===== src/rtl/dp_pkg.sv =====
// Shared widths and ALU function codes for the 16-bit datapath.
package dp_pkg;

    localparam int WORD_W     = 16;
    localparam int REG_ADDR_W = 3;
    localparam int NUM_REGS   = 1 << REG_ADDR_W;

    typedef enum logic [2:0] {
        ALU_ADD = 3'b000,
        ALU_SUB = 3'b001,
        ALU_AND = 3'b010,
        ALU_OR  = 3'b011,
        ALU_XOR = 3'b100,
        ALU_NOT = 3'b101,
        ALU_SHL = 3'b110,
        ALU_SHR = 3'b111
    } alu_func_e;

endpackage


===== src/rtl/alu16.sv =====
// Combinational 16-bit ALU; add and subtract share one adder (sub = x + ~y + 1).
module alu16
    import dp_pkg::*;
(
    input  alu_func_e         func,
    input  logic [WORD_W-1:0] x,
    input  logic [WORD_W-1:0] y,
    output logic [WORD_W-1:0] z,
    output logic              carry,
    output logic              overflow
);

    logic              is_sub;
    logic [WORD_W-1:0] y_eff;
    logic [WORD_W:0]   sum;

    assign is_sub = (func == ALU_SUB);
    assign y_eff  = is_sub ? ~y : y;
    assign sum    = {1'b0, x} + {1'b0, y_eff} + {{WORD_W{1'b0}}, is_sub};

    // NOTE: every output gets a default first so no path can infer a latch.
    always_comb begin
        z        = '0;
        carry    = 1'b0;
        overflow = 1'b0;
        unique case (func)
            ALU_ADD, ALU_SUB: begin
                z        = sum[WORD_W-1:0];
                carry    = sum[WORD_W];
                overflow = (x[WORD_W-1] == y_eff[WORD_W-1]) &&
                           (sum[WORD_W-1] != x[WORD_W-1]);
            end
            ALU_AND: z = x & y;
            ALU_OR:  z = x | y;
            ALU_XOR: z = x ^ y;
            ALU_NOT: z = ~x;
            ALU_SHL: begin
                z     = {x[WORD_W-2:0], 1'b0};
                carry = x[WORD_W-1];
            end
            ALU_SHR: begin
                z     = {1'b0, x[WORD_W-1:1]};
                carry = x[0];
            end
            default: z = '0;
        endcase
    end

endmodule


===== src/rtl/datapath_code.sv =====
// Single-cycle 16-bit datapath: IR/PC, register file, X/Y/Z buses, ALU and data memory.
// All transfers are steered by strobes from an external controller.
module datapath_code
    import dp_pkg::*;
#(
    parameter int IMEM_DEPTH = 64,
    parameter int DMEM_DEPTH = 64
) (
    input  logic              clk,
    input  logic              rst,
    input  logic [WORD_W-1:0] inswrite_line,
    input  logic [WORD_W-1:0] insadd_line,
    input  logic              readins,
    input  logic              writeins,
    input  logic              TopID,
    input  logic              Trans1PC,
    input  logic              Trans2PC,
    input  logic              ldPC,
    input  logic              read1,
    input  logic              read2,
    input  logic              write,
    input  logic              TransX1,
    input  logic              TransX2,
    input  logic              TransX3,
    input  logic              TransY1,
    input  logic              TransY2,
    input  logic              TransY3,
    input  logic [2:0]        func_select,
    input  logic              Trans_ALU_Z,
    input  logic              TransYZ,
    input  logic              TDZ,
    input  logic              readData,
    input  logic              writeData,
    output logic [WORD_W-1:0] ins_out,
    output logic              Zin,
    output logic              Vin,
    output logic              Sin,
    output logic              Cin
);

    localparam int IMEM_AW = $clog2(IMEM_DEPTH);
    localparam int DMEM_AW = $clog2(DMEM_DEPTH);

    logic [WORD_W-1:0] imem [IMEM_DEPTH];
    logic [WORD_W-1:0] dmem [DMEM_DEPTH];
    logic [WORD_W-1:0] regs [NUM_REGS];
    logic [WORD_W-1:0] pc;

    logic [REG_ADDR_W-1:0] rd, rs1, rs2;
    logic [WORD_W-1:0]     sext5, sext8, sext11;
    logic [WORD_W-1:0]     a_bus, b_bus, x_bus, y_bus, z_bus;
    logic [WORD_W-1:0]     alu_z, dmem_rd;
    logic [IMEM_AW-1:0]    imem_raddr;
    logic [DMEM_AW-1:0]    dmem_addr;
    logic                  alu_carry, alu_ovf;
    logic                  unused_addr_bits;

    assign rd     = ins_out[10:8];
    assign rs1    = ins_out[7:5];
    assign rs2    = ins_out[4:2];
    assign sext5  = {{(WORD_W-5){ins_out[4]}},   ins_out[4:0]};
    assign sext8  = {{(WORD_W-8){ins_out[7]}},   ins_out[7:0]};
    assign sext11 = {{(WORD_W-11){ins_out[10]}}, ins_out[10:0]};

    assign imem_raddr       = TopID ? pc[IMEM_AW-1:0] : insadd_line[IMEM_AW-1:0];
    assign unused_addr_bits = ^insadd_line[WORD_W-1:IMEM_AW];

    // NOTE: memories carry no reset; only architectural state (PC, IR, registers) is cleared.
    always_ff @(posedge clk) begin
        if (writeins) imem[insadd_line[IMEM_AW-1:0]] <= inswrite_line;
        if (writeData) dmem[dmem_addr] <= y_bus;
    end

    // IR samples the pre-edge array, so a same-address write on this edge is not seen.
    always_ff @(posedge clk or negedge rst) begin
        if (!rst)         ins_out <= '0;
        else if (readins) ins_out <= imem[imem_raddr];
    end

    always_ff @(posedge clk or negedge rst) begin
        if (!rst) begin
            for (int i = 0; i < NUM_REGS; i++) regs[i] <= '0;
        end else if (write) begin
            regs[rd] <= z_bus;
        end
    end

    always_ff @(posedge clk or negedge rst) begin
        if (!rst) begin
            pc <= '0;
        end else if (ldPC) begin
            if (Trans1PC)      pc <= pc + 1'b1;
            else if (Trans2PC) pc <= z_bus;
        end
    end

    assign a_bus = read1 ? regs[rs1] : '0;
    assign b_bus = read2 ? regs[rs2] : '0;

    always_comb begin
        x_bus = '0;
        if (TransX1)      x_bus = a_bus;
        else if (TransX2) x_bus = pc;
        else if (TransX3) x_bus = sext5;

        y_bus = '0;
        if (TransY1)      y_bus = b_bus;
        else if (TransY2) y_bus = sext8;
        else if (TransY3) y_bus = sext11;

        z_bus = '0;
        if (Trans_ALU_Z)  z_bus = alu_z;
        else if (TransYZ) z_bus = y_bus;
        else if (TDZ)     z_bus = dmem_rd;
    end

    assign dmem_addr = x_bus[DMEM_AW-1:0];
    assign dmem_rd   = readData ? dmem[dmem_addr] : '0;

    alu16 u_alu (
        .func     (alu_func_e'(func_select)),
        .x        (x_bus),
        .y        (y_bus),
        .z        (alu_z),
        .carry    (alu_carry),
        .overflow (alu_ovf)
    );

    assign Zin = (alu_z == '0);
    assign Sin = alu_z[WORD_W-1];
    assign Cin = alu_carry;
    assign Vin = alu_ovf;

endmodule


===== config.mk =====
export PLATFORM = sky130hd
export DESIGN_NAME = datapath_code
export DESIGN_NICKNAME = d
export VERILOG_FILES = /design/src/rtl/dp_pkg.sv /design/src/rtl/alu16.sv /design/src/rtl/datapath_code.sv
export SDC_FILE = /design/constraint.sdc
export NUM_CORES = 2
export LEC_CHECK = 0
export BUFFER_PORTS_ARGS = -buffer_cell sky130_fd_sc_hd__buf_2
export CAP_MARGIN = 20
export CORE_MARGIN = 2
export CORE_UTILIZATION = 63
export DETAILED_ROUTE_END_ITERATION = 10
export GPL_ROUTABILITY_DRIVEN = 1
export PLACE_DENSITY = 0.79
export RECOVER_POWER = 25
export SETUP_SLACK_MARGIN = 0.4
export SYNTH_ARGS = -nofsm -noshare
export SYNTH_HDL_FRONTEND = slang
export SYNTH_SLANG_ARGS = --single-unit
export TNS_END_PERCENT = 20

===== constraint.sdc =====
create_clock -name clk -period 11.65 [get_ports clk]
set_input_delay 2.33 -clock clk [delete_from_list [all_inputs] [get_ports clk]]
set_output_delay 2.33 -clock clk [all_outputs]
set_load 0.05 [all_outputs]

# --- Word level (Yosys, flattened, before mapping) ---
# Memory sizes are Yosys's and may differ from the RTL's. A register that Yosys moved wholly into a read port is not among the register bits.
# Cells that the tools add are included.
op_classes:
  mux: 32
  multipliers: 0
  magnitude_cmp: 4
  n_reduce_logical: 8
  eq_ne: 9
  bitwise_logic: 8
  shifts: 0
  add_sub_neg: 3
  n_div: 0
ops:
  columns: ["operator", "count"]
  rows:
  - ["two-way mux 16 bit", 20]
  - ["bitwise mux 128 bit", 1]
  - ["case mux 16 bit (7 select lines)", 1]
  - ["binary-select mux 16 bit (select 3 bit)", 2]
  - ["demux 16 bit (select 3 bit)", 1]
  - ["NOT 16 bit", 2]
  - ["adder 16 x 16 -> 17 bit", 1]
  - ["adder 17 x 1 -> 17 bit", 1]
  - ["adder 16 x 1 -> 16 bit, second input constant", 1]
  - ["AND 16 bit", 1]
  - ["zero test 16 bit", 1]
  - ["OR 16 bit", 1]
  - ["bitwise XOR 16 bit", 1]
  - ["equality test 3 bit, second input constant", 4]
  - ["greater-or-equal comparator 4 bit, second input constant", 3]
  - ["NOT 3 -> 4 bit", 3]
  - ["equality test 3 x 2 -> 1 bit, second input constant", 2]
  - ["two-way mux 6 bit", 1]
  - ["two-way mux 1 bit", 5]
  - ["< comparator 4 x 1 -> 1 bit, second input constant", 1]
  - ["equality test 3 x 1 -> 1 bit, second input constant", 1]
  - ["zero test 3 bit", 1]
  - ["case mux 1 bit (3 select lines)", 1]
  - ["logical AND 1 bit", 2]
  - ["other kinds (6)", 6]
word_totals:
  out_inout_bits: 20
  inputBits: 57
  latch_bits: 0
  reg_bits: 144
  n_memories: 2
  ram_bits: 2048
  mem_bits_ro: 0
  word_cells: 75
mem_list:
  columns: ["memory", "depth", "word_bits", "rd", "rd_clocked_by_memory_dff", "write_ports", "line_no", "source"]
  rows:
  - ["dmem", 64, 16, 1, 0, 1, "datapath_code.sv:45", "logic [WORD_W-1:0] dmem [DMEM_DEPTH];"]
  - ["imem", 64, 16, 1, 1, 1, "datapath_code.sv:44", "logic [WORD_W-1:0] imem [IMEM_DEPTH];"]

# --- Longest topological paths before layout ---
depth:
  word_depth: 14
  mapped_depth: 22
  depth_no_buf: 14

# --- Hierarchy ---
# Synthesis repeated with hierarchy kept, for this count alone.
unflattened:
  hier_cells: 5553
  area_unflattened_um2: 91735.5
by_module_without_submodules:
  columns: ["mod", "seq_area_each_um2", "instances", "cells_each", "area_each_um2"]
  rows:
  - ["datapath_code", 65502.8, 1, 5209, 89259.4]
  - ["alu16", 0.0, 1, 344, 2476.1]

# --- Least setup slack after synthesis ---
# Ideal clock, no wire load.
synth_timing:
  kind: "input-to-output"
  from: "input port TransY1"
  to: "output port Zin"
  n_path_buf: 1
  cell_stages: 14
  arrival_ns: 8.796
  setup_slack_ns: 0.524
  t_required_ns: 9.320
  cell_sequence: "nand2_1 -> clkbuf_1 -> o21ai_0 -> xnor2_1 -> fa_1 -> a21o_1 -> a21oi_1 -> o21bai_1 -> a21oi_1 -> xnor2_1 -> mux4_2 -> or4_1 -> nor4b_1 -> and4_1"
synth_between:
  elab_chain_len: 7
  elab_cells_between_ends: 10
  cone_classes: "2 x add/sub; 3 x mux; 4 x bitwise; 1 x reduce/logical"
synth_rtl:
  columns: ["element", "line_no", "source"]
  rows:
  - ["start, declared", "datapath_code.sv:25", "input logic TransY1,"]
  - ["two-way mux 16 bit (*)", "datapath_code.sv:107", "if (TransY1) y_bus = b_bus;"]
  - ["named net u_alu.y[1]", "alu16.sv:7", "input logic [WORD_W-1:0] y,"]
  - ["NOT 16 bit", "alu16.sv:18", "assign y_eff = is_sub ? ~y : y;"]
  - ["two-way mux 16 bit", "alu16.sv:18", null]
  - ["adder 16 x 16 -> 17 bit", "alu16.sv:19", "assign sum = {1'b0, x} + {1'b0, y_eff} + {{WORD_W{1'b0}}, is_sub};"]
  - ["adder 17 x 1 -> 17 bit", "alu16.sv:19", null]
  - ["case mux 16 bit (7 select lines) (*)", "alu16.sv:26", "unique case (func)"]
  - ["zero test 16 bit (*)", "datapath_code.sv:129", "assign Zin = (alu_z == '0);"]
  - ["end, declared", "datapath_code.sv:35", "output logic Zin,"]
# Mark *: on every way through the listed nets, which the timed path passes. The rest lies on a longest branch.

# --- Worst setup path in the final report ---
layout_timing:
  from: "input port func_select[1]"
  to: "output port Zin"
layout_between:
  elab_chain_len: 6
  elab_cells_between_ends: 14
  cone_classes: "2 x add/sub; 7 x eq/ne; 2 x mux; 3 x reduce/logical"
layout_rtl:
  columns: ["element", "line_no", "source"]
  rows:
  - ["start, declared", "datapath_code.sv:28", "input logic [2:0] func_select,"]
  - ["equality test 3 x 1 -> 1 bit", "alu16.sv:17, alu16.sv:26", null]
  - ["two-way mux 16 bit", "alu16.sv:18", null]
  - ["adder 16 x 16 -> 17 bit", "alu16.sv:19", null]
  - ["adder 17 x 1 -> 17 bit", "alu16.sv:19", null]
  - ["case mux 16 bit (7 select lines) (*)", "alu16.sv:26", null]
  - ["zero test 16 bit (*)", "datapath_code.sv:129", null]
# Mark *: on every way between the ends. The rest lies on a longest branch, timed or not.

==> results.cfg <==
[logic_synthesis]
synth_top_area_share_pct = 66.6
synth_cell_types = 96
synthCells = 5714
synth_area_mm2 = 0.0923
yosysSeqAreaShare_pct = 71.0
synth_warnings = 0
synth_flop_cell = edfxtp_1
avgSynthCellArea_um2 = 16.1
synth-edff-count = 2048
synthTopCellsByCount = edfxtp_1, nand2_1, mux4_2, nor2_1, mux2i_1
synth_most_common_cell = edfxtp_1
synth_fp_nets = 5820
synth_top_area_cell = edfxtp_1
async_flop_share_pct = 7.25
yosys_register_bits = 2208
synth.area.top_cells = edfxtp_1, mux4_2, dfrtp_1

[floorplan]
placementRows = 140
core_area_mm2 = 0.146
dieArea_mm2 = 0.150
start_util_pct = 63.4
die_w_um = 387
ios = 77
die_h_um = 387

[worst_setup_path]
cp.required_ns = 9.32
end_kind = output port
crit_fanout = 28
crit_type = in2out
rrSetupSlack_ns = 4.39
r2r_cells = 14
rr_startpoint = ins_out[5]$_DFFE_PN0P_
crit_arrival_ns = 7.60
worstReg2RegEnd = regs[81]$_DFFE_PN0P_
crit_path_start_kind = input pin

[clock_tree]
clk_path_buf_depth = 3
numCtsBuffers = 209
htree_levels = 4
cts_sinks = 2208
cts_resized = 0
holdBufCountCts = 0
cts-root-buf = clkbuf_16
cts_setup_buffers = 0
insertion_delay_ns = 0.87
cts_tree = yes
clk_pin_slew_worst_paths_ns = 0.07

[detailed_routing]
drc = 0
vias = 57500
vias_per_cell = 7.23
first_pass_iters = 8
wl_per_cell_um = 33.8
wirelength_um = 269000
drtIter0Drc = 9508
postRouteAntennaNets = 0

[timing]
skew_ns = 0.0609
finalSetupViolCount = 0
rsz0062_at_grt = no
relSlewSlack_pct = -236
hold_viol_final = 0
slew_violations = 1090
fin_crit_sh_pct = 85.2
max_clock_freq_ghz = 0.101
period_minus_slack_ns = 9.93
worstMarginPinSlew_ns = 5.04
fin_ws_ns = 1.72
finalSetupTns_ns = 0

[global_routing]
grt_pass1_wl_um = 386000
grt_max_degree = 144
globalRouteTotalUtil_pct = 35.6
antenna_found_initial = 13
overflow = 0
grt_pass1_vias = 55800

[finish]
drive_above_1_share_pct = 18.4
stdcell_count = 7949
n_fill_cell = 8636
area_growth_pct = 11.1
nNetsFinal = 5957
stdcell_area_mm2 = 0.103

[pwr]
p_total_w = 0.0239
powerDensity_mw_per_mm2 = 233
peakVddDrop_mv = 0.209
p_leak_nw = 34.0

[min_path]
whs_path_depth = 2
worst_hold_startpoint = regs[90]$_DFFE_PN0P_
holdPathEnd = regs[90]$_DFFE_PN0P_
min_path_type = reg2reg

[place]
gp_congestion = 0.987
place_ws_ns = 1.83
dp_hpwl_um = 150000
io_buffers = 66
placedCellCount = 7547
place_area_mm2 = 0.0954

[run]
maxCapViolations = 19

[run_status]
violations = max-capacitance violations, max-slew violations
status = finished, violations left
[where the power goes]
part | switching (W) | internal (W)
clock network | 0.00304 | 0.00400
logic | 0.00492 | 0.00214
registers | 0.000299 | 0.00952
total | 0.00826 | 0.0157
[final cells by class]
type | count | area, um^2 | share of cell area [%]
Antenna cell | 6 | 15.0 | 0.0146
Clock buffer | 256 | 5570 | 5.43
Clock inverter | 130 | 1530 | 1.49
Inverter | 94 | 368 | 0.359
Multi-Input combinational cell | 3007 | 24800 | 24.2
Sequential cell | 2208 | 65500 | 63.9
Tap cell | 1917 | 2400 | 2.34
Timing Repair Buffer | 331 | 2350 | 2.29
[metrics by stage]
step | hold WS [ns] | util (%)
after floorplan | 0.460 | -
after global placement | 0.472 | 65.5
after detailed placement | 0.485 | 65.5
after CTS | 0.502 | 70.4
after global routing | 0.527 | 70.4
final | 0.504 | 70.4
[per-layer routing]
| layer | vias to the layer above | routed length, um | track usage, % |
|---|---|---|---|
| met3 | 979 | 34800 | 8.20 |
| met2 | 4755 | 125000 | 54.9 |
| met4 | 10 | 20000 | 22.3 |
| met5 | - | 63 | 0 |
| met1 | 28600 | 88500 | 46.3 |
| li1 | 23100 | - | - |
[sequential cells by signal (all words and copies together) (netlist names)]
signal,cells
imem,1024
regs,128
ins_out,16
pc,16
dmem,1024
[critical path: stages]
cell and delay (ns):
buf_2 0.50, or3b_2 0.62, a21boi_0 0.23, a21boi_0 0.42, a21oi_1 0.17, fa_1 0.49, a21o_1 0.21, a21oi_1 0.28
o21bai_1 0.10, a21oi_1 0.18, xnor2_1 0.12, mux4_2 0.48, or4_1 0.51, nor4b_1 0.37, and4_1 0.29, buf_2 0.28
[worst max-delay path by stage]
stage / from / slack [ns] / to / cells past startpoint
2_1_floorplan: TransY1 / 0.52 / Zin / 14
3_3_place_gp: func_select[1] / 1.85 / Zin / 16
3_5_place_dp: func_select[1] / 1.83 / Zin / 16
4_1_cts: func_select[1] / 1.80 / Zin / 16
5_1_grt: func_select[1] / 1.45 / Zin / 16
6_report: func_select[1] / 1.72 / Zin / 16
[placed cells by master, fill, tap and decap left out, types with 19 or more instances in the layout]
| master | count |
|---|---|
| edfxtp_1 | 2048 |
| nand2_1 | 513 |
| mux4_2 | 316 |
| buf_4 | 235 |
| nor2_1 | 231 |
| mux2i_1 | 225 |
| clkbuf_16 | 212 |
| o21ai_0 | 173 |
| dfrtp_1 | 158 |
| a21oi_1 | 155 |
| a211oi_1 | 150 |
| nor3_1 | 132 |
| a311oi_1 | 97 |
| o221ai_1 | 93 |
| nand3_1 | 91 |
| mux2_2 | 90 |
| a31oi_1 | 90 |
| inv_1 | 85 |
| and2_1 | 67 |
| o22ai_1 | 61 |
| buf_2 | 60 |
| clkbuf_1 | 56 |
| ha_1 | 48 |
| clkinv_1 | 43 |
| clkinv_2 | 39 |
| o31ai_1 | 26 |
| bufinv_16 | 26 |
| nor2b_1 | 25 |
| o211ai_1 | 23 |
| xnor2_1 | 20 |
| a21o_1 | 20 |
| nand4_1 | 19 |
[logic make-up (layout without fill, tap and decap cells)]
kind of cell,Yosys count,count (layout),synth area share [%]
flops,2208,2208,71.0
simple gates,1187,1187,5.78
compound gates,1111,1111,8.50
mux,638,638,11.3
buf+inv,499,811,2.52
fa+ha+maj,49,49,0.673
xor+xnor,22,22,0.209
other cells,0,6,0
No activity file was read; power rests on OpenSTA's default activity.
